<file path="config.mk">
export PLATFORM = sky130hd
export DESIGN_NAME = tpg_pattern_gen_flat
export DESIGN_NICKNAME = d
export VERILOG_FILES = /design/src/rtl/tpg_pattern_gen_if.sv /design/src/rtl/tpg_pattern_gen.sv /design/src/flat_wrapper.sv
export SDC_FILE = /design/constraint.sdc
export NUM_CORES = 1
export LEC_CHECK = 0
export CAP_MARGIN = 25
export CORE_ASPECT_RATIO = 1.25
export CORE_MARGIN = 2
export CORE_UTILIZATION = 45
export DETAILED_ROUTE_END_ITERATION = 7
export PLACE_DENSITY = 0.68
export SETUP_SLACK_MARGIN = 0.3
export SLEW_MARGIN = 0
export SYNTH_ARGS = -nofsm -noshare
export SYNTH_HDL_FRONTEND = slang
export SYNTH_SLANG_ARGS = --single-unit
</file>
<file path="constraint.sdc">
create_clock -name tpg_clk_i -period 2.2 [get_ports tpg_clk_i]
set_clock_uncertainty 0.05 [all_clocks]
set_input_delay 0.44 -clock tpg_clk_i [delete_from_list [all_inputs] [get_ports tpg_clk_i]]
set_output_delay 0.44 -clock tpg_clk_i [all_outputs]
set_load 0.01 [all_outputs]
</file>
<file path="src/rtl/tpg_pattern_gen_if.sv">
// Video timing/data bundle between the timing generator, the pattern generator
// and the frame-buffer write stage.
interface tpg_pattern_gen_if #(
   parameter int DATA_W = 8
);
   logic                tpg_vs_i;
   logic                tpg_hs_i;
   logic                tpg_de_i;
   logic                tpg_vs_o;
   logic                tpg_hs_o;
   logic                tpg_de_o;
   logic [3*DATA_W-1:0] tpg_data_o;

   modport master (
      output tpg_vs_i, tpg_hs_i, tpg_de_i,
      input  tpg_vs_o, tpg_hs_o, tpg_de_o, tpg_data_o
   );

   modport slave (
      input  tpg_vs_i, tpg_hs_i, tpg_de_i,
      output tpg_vs_o, tpg_hs_o, tpg_de_o, tpg_data_o
   );
endinterface

</file>
<file path="src/rtl/tpg_pattern_gen.sv">
// Video test pattern generator: replaces camera data with one of eight
// patterns, switching mode/colour/box position only at frame start.
module tpg_pattern_gen #(
   parameter int DATA_W          = 8,
   parameter int CNT_W           = 12,
   parameter int H_ACT           = 1920,
   parameter int V_ACT           = 1080,
   parameter int GRID_LOG2       = 4,
   parameter int BAR_W           = 240,
   parameter int BOX_SIZE        = 64,
   parameter int FRAMES_PER_MODE = 128
) (
   input  logic                  tpg_clk_i,
   input  logic                  tpg_rst_i,
   tpg_pattern_gen_if.slave      vid,
   input  logic                  mode_auto_i,
   input  logic [2:0]            mode_sel_i,
   input  logic [3*DATA_W-1:0]   color_i,
   output logic [2:0]            mode_o
);
   localparam int PIX_W = 3*DATA_W;
   localparam int FC_W  = $clog2(FRAMES_PER_MODE+1);
   localparam int BP_W  = $clog2(BAR_W+1);
   localparam logic [CNT_W-1:0] H_LAST    = CNT_W'(H_ACT-1);
   localparam logic [CNT_W-1:0] V_LAST    = CNT_W'(V_ACT-1);
   localparam logic [CNT_W-1:0] BOX_X_MAX = CNT_W'(H_ACT-BOX_SIZE);
   localparam logic [CNT_W-1:0] BOX_Y0    = CNT_W'(V_ACT/2-BOX_SIZE/2);
   localparam logic [CNT_W:0]   BOX_SZ    = (CNT_W+1)'(BOX_SIZE);
   localparam logic [FC_W-1:0]  FC_LAST   = FC_W'(FRAMES_PER_MODE-1);
   localparam logic [BP_W-1:0]  BAR_LAST  = BP_W'(BAR_W-1);

   function automatic logic [2:0] sat_inc(input logic [2:0] b);
      return (b == 3'd7) ? 3'd7 : b + 3'd1;
   endfunction

   function automatic logic [PIX_W-1:0] pixel_f(
      input logic [2:0]       mode,
      input logic [CNT_W-1:0] h,
      input logic [CNT_W-1:0] v,
      input logic [2:0]       bar,
      input logic [PIX_W-1:0] color,
      input logic [CNT_W-1:0] box
   );
      logic [CNT_W-1:0] diag;
      logic             in_x;
      logic             in_y;
      diag = h + v;
      in_x = (h >= box) && ({1'b0, h} < ({1'b0, box} + BOX_SZ));
      in_y = (v >= BOX_Y0) && ({1'b0, v} < ({1'b0, BOX_Y0} + BOX_SZ));
      case (mode)
         3'd0:    pixel_f = {3{h[DATA_W-1:0]}};
         3'd1:    pixel_f = {3{v[DATA_W-1:0]}};
         3'd2:    pixel_f = color;
         3'd3:    pixel_f = {PIX_W{h[GRID_LOG2] == v[GRID_LOG2]}};
         // Bar order white..black falls out of the inverted index bits.
         3'd4:    pixel_f = {{DATA_W{~bar[1]}}, {DATA_W{~bar[2]}}, {DATA_W{~bar[0]}}};
         3'd5:    pixel_f = {PIX_W{in_x && in_y}};
         3'd6:    pixel_f = {PIX_W{(h == '0) || (h == H_LAST) || (v == '0) || (v == V_LAST)}};
         default: pixel_f = {3{diag[DATA_W-1:0]}};
      endcase
   endfunction

   logic             vs_q, de_q;
   logic [CNT_W-1:0] h_cnt, v_cnt, box_x;
   logic [BP_W-1:0]  bar_pix;
   logic [2:0]       bar_idx, mode_r;
   logic [FC_W-1:0]  frame_cnt;
   logic [PIX_W-1:0] color_r;

   logic             fs;
   logic [2:0]       mode_nxt;
   logic [FC_W-1:0]  fc_nxt;
   logic [PIX_W-1:0] color_nxt;
   logic [CNT_W-1:0] box_nxt, v_cur;

   logic             vs_p1, hs_p1, vld_p1;
   logic [CNT_W-1:0] h_p1, v_p1, box_p1;
   logic [2:0]       bar_p1, mode_p1;
   logic [PIX_W-1:0] color_p1;
   logic             vs_p2, hs_p2, vld_p2;
   logic [PIX_W-1:0] data_p2;

   assign fs    = vid.tpg_vs_i & ~vs_q;
   assign v_cur = vid.tpg_vs_i ? '0 : v_cnt;

   // Frame-start updates are also fed straight into stage 1 so a pixel in the fs cycle uses them.
   always_comb begin
      mode_nxt  = mode_r;
      fc_nxt    = frame_cnt;
      color_nxt = color_r;
      box_nxt   = box_x;
      if (fs) begin
         if (mode_auto_i) begin
            if (frame_cnt == FC_LAST) begin
               fc_nxt   = '0;
               mode_nxt = mode_r + 3'd1;
            end else begin
               fc_nxt   = frame_cnt + FC_W'(1);
            end
         end else begin
            mode_nxt = mode_sel_i;
            fc_nxt   = '0;
         end
         color_nxt = color_i;
         box_nxt   = (box_x >= BOX_X_MAX) ? '0 : box_x + CNT_W'(1);
      end
   end

   // Stage 1: counters, frame state and per-pixel coordinates/mode.
   always_ff @(posedge tpg_clk_i) begin
      if (tpg_rst_i) begin
         vs_q <= 1'b0;  de_q <= 1'b0;
         h_cnt <= '0;  v_cnt <= '0;  box_x <= '0;
         bar_pix <= '0;  bar_idx <= '0;
         mode_r <= '0;  frame_cnt <= '0;  color_r <= '0;
         vs_p1 <= 1'b0;  hs_p1 <= 1'b0;  vld_p1 <= 1'b0;
         h_p1 <= '0;  v_p1 <= '0;  box_p1 <= '0;
         bar_p1 <= '0;  mode_p1 <= '0;  color_p1 <= '0;
      end else begin
         vs_q      <= vid.tpg_vs_i;
         de_q      <= vid.tpg_de_i;
         mode_r    <= mode_nxt;
         frame_cnt <= fc_nxt;
         color_r   <= color_nxt;
         box_x     <= box_nxt;
         h_cnt     <= vid.tpg_de_i ? h_cnt + CNT_W'(1) : '0;
         if (vid.tpg_vs_i)
            v_cnt <= '0;
         else if (de_q && !vid.tpg_de_i)
            v_cnt <= v_cnt + CNT_W'(1);
         if (!vid.tpg_de_i) begin
            bar_pix <= '0;
            bar_idx <= '0;
         end else if (bar_pix == BAR_LAST) begin
            bar_pix <= '0;
            bar_idx <= sat_inc(bar_idx);
         end else begin
            bar_pix <= bar_pix + BP_W'(1);
         end
         vs_p1    <= vid.tpg_vs_i;
         hs_p1    <= vid.tpg_hs_i;
         vld_p1   <= vid.tpg_de_i;
         h_p1     <= h_cnt;
         v_p1     <= v_cur;
         bar_p1   <= bar_idx;
         mode_p1  <= mode_nxt;
         color_p1 <= color_nxt;
         box_p1   <= box_nxt;
      end
   end

   // Stage 2: pixel generation, blanked outside DE.
   always_ff @(posedge tpg_clk_i) begin
      if (tpg_rst_i) begin
         vs_p2   <= 1'b0;
         hs_p2   <= 1'b0;
         vld_p2  <= 1'b0;
         data_p2 <= '0;
      end else begin
         vs_p2   <= vs_p1;
         hs_p2   <= hs_p1;
         vld_p2  <= vld_p1;
         data_p2 <= vld_p1 ? pixel_f(mode_p1, h_p1, v_p1, bar_p1, color_p1, box_p1) : '0;
      end
   end

   assign vid.tpg_vs_o   = vs_p2;
   assign vid.tpg_hs_o   = hs_p2;
   assign vid.tpg_de_o   = vld_p2;
   assign vid.tpg_data_o = data_p2;
   assign mode_o         = mode_r;
endmodule

</file>
<file path="src/flat_wrapper.sv">
// flat-port wrapper written by rule: the top's interface ports become plain ports
module tpg_pattern_gen_flat 
#(
   parameter int DATA_W          = 8,
   parameter int CNT_W           = 12,
   parameter int H_ACT           = 1920,
   parameter int V_ACT           = 1080,
   parameter int GRID_LOG2       = 4,
   parameter int BAR_W           = 240,
   parameter int BOX_SIZE        = 64,
   parameter int FRAMES_PER_MODE = 128
)
  (tpg_clk_i, tpg_rst_i, mode_auto_i, mode_sel_i, color_i, mode_o, vid_tpg_vs_i, vid_tpg_hs_i, vid_tpg_de_i, vid_tpg_vs_o, vid_tpg_hs_o, vid_tpg_de_o, vid_tpg_data_o);
  tpg_pattern_gen_if #(.DATA_W(DATA_W)) vid_i ();
  input  logic tpg_clk_i;
  input  logic tpg_rst_i;
  input  logic mode_auto_i;
  input  logic [2:0] mode_sel_i;
  input  logic [3*DATA_W-1:0] color_i;
  output logic [2:0] mode_o;
  input wire logic [$bits(vid_i.tpg_vs_i)-1:0] vid_tpg_vs_i;
  input wire logic [$bits(vid_i.tpg_hs_i)-1:0] vid_tpg_hs_i;
  input wire logic [$bits(vid_i.tpg_de_i)-1:0] vid_tpg_de_i;
  output wire logic [$bits(vid_i.tpg_vs_o)-1:0] vid_tpg_vs_o;
  output wire logic [$bits(vid_i.tpg_hs_o)-1:0] vid_tpg_hs_o;
  output wire logic [$bits(vid_i.tpg_de_o)-1:0] vid_tpg_de_o;
  output wire logic [$bits(vid_i.tpg_data_o)-1:0] vid_tpg_data_o;
  assign vid_i.tpg_vs_i = vid_tpg_vs_i;
  assign vid_i.tpg_hs_i = vid_tpg_hs_i;
  assign vid_i.tpg_de_i = vid_tpg_de_i;
  assign vid_tpg_vs_o = vid_i.tpg_vs_o;
  assign vid_tpg_hs_o = vid_i.tpg_hs_o;
  assign vid_tpg_de_o = vid_i.tpg_de_o;
  assign vid_tpg_data_o = vid_i.tpg_data_o;
  tpg_pattern_gen #(.DATA_W(DATA_W), .CNT_W(CNT_W), .H_ACT(H_ACT), .V_ACT(V_ACT), .GRID_LOG2(GRID_LOG2), .BAR_W(BAR_W), .BOX_SIZE(BOX_SIZE), .FRAMES_PER_MODE(FRAMES_PER_MODE)) u_core (.tpg_clk_i(tpg_clk_i), .tpg_rst_i(tpg_rst_i), .vid(vid_i), .mode_auto_i(mode_auto_i), .mode_sel_i(mode_sel_i), .color_i(color_i), .mode_o(mode_o));
endmodule
</file>
# Word level (Yosys, flattened, before mapping)
# Cells that the tools add are included.
[word_totals]
register_bits = 139
out_inout_bits = 30
in_bits = 33
word_cells = 75
[op_classes]
n_lt_le_gt_ge = 5
eq_ne = 13
n_mux = 7
n_reduce_logical = 16
bitwise = 7
n_addsub = 9
[op_table]
columns = ["cell", "count"]
rows = [
  ["one-hot mux 24 bit (7 select lines)", 1],
  ["adder 12 x 1 -> 12 bit, second input constant", 3],
  ["equality test 12 x 11 -> 1 bit, second input constant", 2],
  ["logical NOT 12 bit", 2],
  ["adder 8 x 1 -> 8 bit, second input constant", 2],
  ["2-to-1 mux 8 bit", 2],
  ["adder 12 x 7 -> 13 bit, second input constant", 1],
  ["< comparator 12 x 13 -> 1 bit", 1],
  ["equality test 3 bit, second input constant", 4],
  ["greater-or-equal comparator 12 x 11 -> 1 bit, second input constant", 1],
  ["greater-or-equal comparator 12 bit", 1],
  ["greater-or-equal comparator 12 x 9 -> 1 bit, second input constant", 1],
  ["< comparator 12 x 10 -> 1 bit, second input constant", 1],
  ["2-to-1 mux 12 bit", 1],
  ["2-to-1 mux 3 bit", 3],
  ["adder 8 bit", 1],
  ["equality test 8 x 7 -> 1 bit, second input constant", 1],
  ["equality test 8 bit, second input constant", 1],
  ["adder 3 x 1 -> 3 bit, second input constant", 2],
  ["equality test 3 x 2 -> 1 bit, second input constant", 2],
  ["NOT 1 bit", 6],
  ["OR reduction 2 bit", 3],
  ["logical AND 1 bit", 4],
  ["equality test 3 x 1 -> 1 bit, second input constant", 1],
  ["other kinds (8)", 10],
]

# Logic depth before layout (Yosys ltp)
[logic_depth]
depth_word = 5
mapped_depth = 11
ltp_nobuf = 10

# Least setup slack after synthesis
# Ideal clock, no wire load.
[synth_path]
path_kind = "register to register"
startpoint = "register u_core.box_x[6] (netlist name)"
endpoint = "register u_core.data_p2[14] (netlist: u_core.vid.tpg_data_o[14])"
slack_ns = -0.199
t_arrival_ns = 2.268
synth_period_minus_slack_ns = 2.399
setup_time_ns = 0.081
path_buffers = 1
required_ns = 2.069
path_stages_with_launch = 12
path_cell_list = "dfxtp_1 > ha_1 > nand3_1 > xnor2_1 > ha_1 > a21o_1 > a21oi_1 > o22ai_1 > a211oi_2 > nand2_2 > buf_4 > a41oi_1"
[synth_rtl]
columns = ["element", "line", "source"]
rows = [
  ["end signal: assignment", "tpg_pattern_gen.sv:163", "data_p2 <= vld_p1 ? pixel_f(mode_p1, h_p1, v_p1, bar_p1, color_p1, box_p1) : '0;"],
  ["end: declaration", "tpg_pattern_gen.sv:81", "logic [PIX_W-1:0] data_p2;"],
]

==> flow_metrics.env <==
export IMPL_status="finished, violations left"
export IMPL_failed_checks="setup timing"
export IMPL_drcViolationCount=0
export IMPL_slew_limit_headroom_pct=57.47
export IMPL_final_util_pct=61.12
export IMPL_yosys_warnings=0
export IMPL_pin_count=63
export IMPL_cts_buffers=17
export IMPL_synth_distinct_cells=56
export IMPL_min_period_ps=2387
export IMPL_placed_area_um2=7659
export IMPL_gr_total_overflow=0
export IMPL_die_y_um=137.6
export IMPL_stdcell_area_um2=8479
export IMPL_p_int_mw=4.670
export IMPL_gp_congestion=1.001
export IMPL_hold_violations=0
export IMPL_critPathArrivalTime_ps=2680
export IMPL_hpwl_um=12800
export IMPL_p_leak_nw=3.234
export IMPL_switching_share_pct=22.45
export IMPL_nets=934
export IMPL_cts_tree="yes"
export IMPL_grt_antenna_before_repair=0
export IMPL_dr_total_vias=5663
export IMPL_cts_max_path_buffers=2
export IMPL_fp_dieW_um=110.9
export IMPL_switchingPower_mw=1.352
export IMPL_async_flop_share_pct=0
export IMPL_syn_avg_cell_area_um2=8.659
export IMPL_setup_viol=24
export IMPL_portBuffers=62
export IMPL_die_area_um2=15260
export IMPL_startpoint_type="flop"
export IMPL_final_antenna_net_count=0
export IMPL_ys_seq_area_share_pct=43.31
export IMPL_mostFrequentLayoutCells="133 x dfxtp_1, 92 x nand2_1, 75 x a21oi_1"
export IMPL_synthFlopType="dfxtp_1"
export IMPL_report_final_slew_viol_count=0
export IMPL_crit_type="flop to flop"
export IMPL_pwr_share_clk_pct=49.2
export IMPL_maxCapViolCount=0
export IMPL_period_share_pct=108.5
export IMPL_seq_power_share_pct=43.3
export IMPL_synth_seq_cells=139
export IMPL_netlist_instances=742
export IMPL_powerDensity_nw_per_um2=710.3
export IMPL_rsz0062_at_grt="true"
export IMPL_drtIter0Drc=342
export IMPL_synth_edf_count=0
export IMPL_critPathMaxFanout=19
export IMPL_final_fill_count=1216
export IMPL_power_frac_comb_pct=7.5
export IMPL_fin_tns_setup_ps=-3745
export IMPL_cp_end_kind="flop"
export IMPL_n_antenna_cell=0
export IMPL_cts_sinks=139
export IMPL_clock_fmax_mhz=418.9
export IMPL_grt_use_total_pct=23.11
export IMPL_final_common_cell="dfxtp_1"
export IMPL_cts_hold_buf=0
export IMPL_hp_class="input port to flop"
export IMPL_syn_to_final_growth_pct=31.98
export IMPL_htree_levels=4
export IMPL_finalPower_mw=6.023
export IMPL_drive_gt1_share_pct=16.84
export IMPL_initial_core_util_pct=46.31
export IMPL_grt_pass1_vias=5696
export IMPL_vdd_drop_max_mv=0.5088
export IMPL_grt_pass1_wl_um=27870
export IMPL_core_rowCount=48
export IMPL_core_um2=13870
export IMPL_first_pass_iters=5
export IMPL_synthesis_area_um2=6425
export IMPL_tightest_slew_ps=631.3
export IMPL_crit_required_ps=2490
export IMPL_clkLatencyLatePin_ps=420
export IMPL_grt_max_degree=53
export IMPL_wirelength_um=17030
export IMPL_fin_ws_ps=-187.2
export IMPL_viasPerCell=5.404
export IMPL_wire_per_inst_um=16.25
export IMPL_root_buffer="clkbuf_16"
export IMPL_syn_nets=816
export IMPL_clkTransAtPathRegs_ps=60
final timing paths:
kind | startpoint | to | slack, ps | depth (start not counted)
max reg2reg | u_core.box_x[6]$_SDFFE_PP0P_ | u_core.vid.tpg_data_o[5]$_SDFF_PP0_ | -190 | 11
min reg2reg | u_core.hs_p1$_SDFF_PP0_ | u_core.vid.tpg_hs_o$_SDFF_PP0_ | 410 | 1
min | tpg_rst_i | u_core.vid.tpg_de_o$_SDFF_PP0_ | 360 | 3
max | u_core.box_x[6]$_SDFFE_PP0P_ | u_core.vid.tpg_data_o[5]$_SDFF_PP0_ | -190 | 11
synthesized netlist by cell type, drive strengths merged, types with 2 or more instances:
library cell / count / area [µm²]
dfxtp: 139 / 2783
nand2: 93 / 351.6
a21oi: 77 / 385.4
nor2: 74 / 277.8
ha: 40 / 500.5
nor2b: 29 / 181.4
o21ai: 27 / 135.1
xnor2: 27 / 236.5
inv: 25 / 93.84
nand3: 23 / 115.1
clkbuf: 18 / 67.56
xor2: 18 / 157.7
a41oi: 13 / 121.4
and2: 13 / 81.33
nand4: 13 / 81.33
nor3: 12 / 65.06
or3: 12 / 75.07
buf: 10 / 66.31
a211oi: 8 / 70.06
and3: 8 / 55.05
nor4: 7 / 56.30
a22oi: 6 / 45.04
a31oi: 6 / 37.54
a21o: 5 / 37.54
nand2b: 5 / 31.28
or4: 4 / 33.78
o2111ai: 3 / 26.28
or2: 3 / 18.77
a221oi: 2 / 17.52
a22o: 2 / 17.52
a32oi: 2 / 17.52
and4: 2 / 17.52
mux2i: 2 / 20.02
o21bai: 2 / 15.01
o22ai: 2 / 12.51
worst max-delay path, cell delays in order, from the launching register on:
cell	delay, ps
dfxtp_4	380
ha_4	150
nand3_4	80
xnor2_2	140
ha_1	340
a21o_1	190
a21oi_2	190
o22ai_2	120
a211oi_2	230
nand2_2	100
buf_12	180
a41oi_2	150
through the flow:
stage | hold WS [ps] | worst slack (ps) | std cells
finish | 364.9 | -187.2 | 1048
CTS | 351.7 | -63.57 | 1046
global route | 387.1 | -276.3 | 1048
global placement | 384.1 | -89.04 | 1010
detailed placement | 388.3 | -153.2 | 1010
floorplan | 363.8 | -8.793 | 742
power by group through the flow:
stage / registers, mW / logic, mW / clock network (mW)
2_1_floorplan: 2.66 / 0.232 / 0
3_3_place_gp: 2.66 / 0.425 / 0
3_5_place_dp: 2.66 / 0.436 / 0
4_1_cts: 2.61 / 0.447 / 3.00
5_1_grt: 2.61 / 0.497 / 3.10
6_report: 2.61 / 0.451 / 2.96
repair_timing:
action / CTS / global route
endpoints found under the setup margin: 26 / 26
setup buffers: 4 / 2
gates resized for setup: 27 / 9
gates cloned: 0 / 0
pin swaps: 7 / 1
routing by layer:
| metal | global-route usage, % | share of wire, % | wire [µm] |
|---|---|---|---|
| met3 | 5.147 | 4.5 | 769 |
| met5 | 0 | 0 | 0 |
| met1 | 25.88 | 41 | 7063 |
| met4 | 9.167 | 1.8 | 302 |
| met2 | 42.81 | 52 | 8895 |
registers in the layout, indices dropped and copies added (netlist names), 8 cells and up:
signal                 cells
u_core.h_p1               12
u_core.color_r            24
u_core.h_cnt              12
u_core.v_cnt              12
u_core.v_p1               12
u_core.vid.tpg_data_o     24
u_core.frame_cnt           8
u_core.box_x              12
u_core.bar_pix             8
kinds of logic after synthesis:
kind of cell	count (synthesis)	share of synthesized area (%)
AOI/OAI and AO/OA	162	15.83
xor gates and xnor gates	45	6.134
adders and majority gates	41	8.101
buffers and inverters	54	3.739
DFF	139	43.31
muxes	2	0.3116
and+or+nand+nor	299	22.57
area by class of cell:
type / instances / area, µm² / share of cell area, %
clock inverters: 10 / 165.2 / 1.948
clock buffers: 22 / 444.2 / 5.238
flip-flops and latches: 139 / 2800 / 33.02
repair buffers: 128 / 1140 / 13.44
inverters: 25 / 93.84 / 1.107
well taps: 175 / 219.0 / 2.582
multi-input cells: 549 / 3617 / 42.66
No activity file was read; power rests on OpenSTA's default activity.
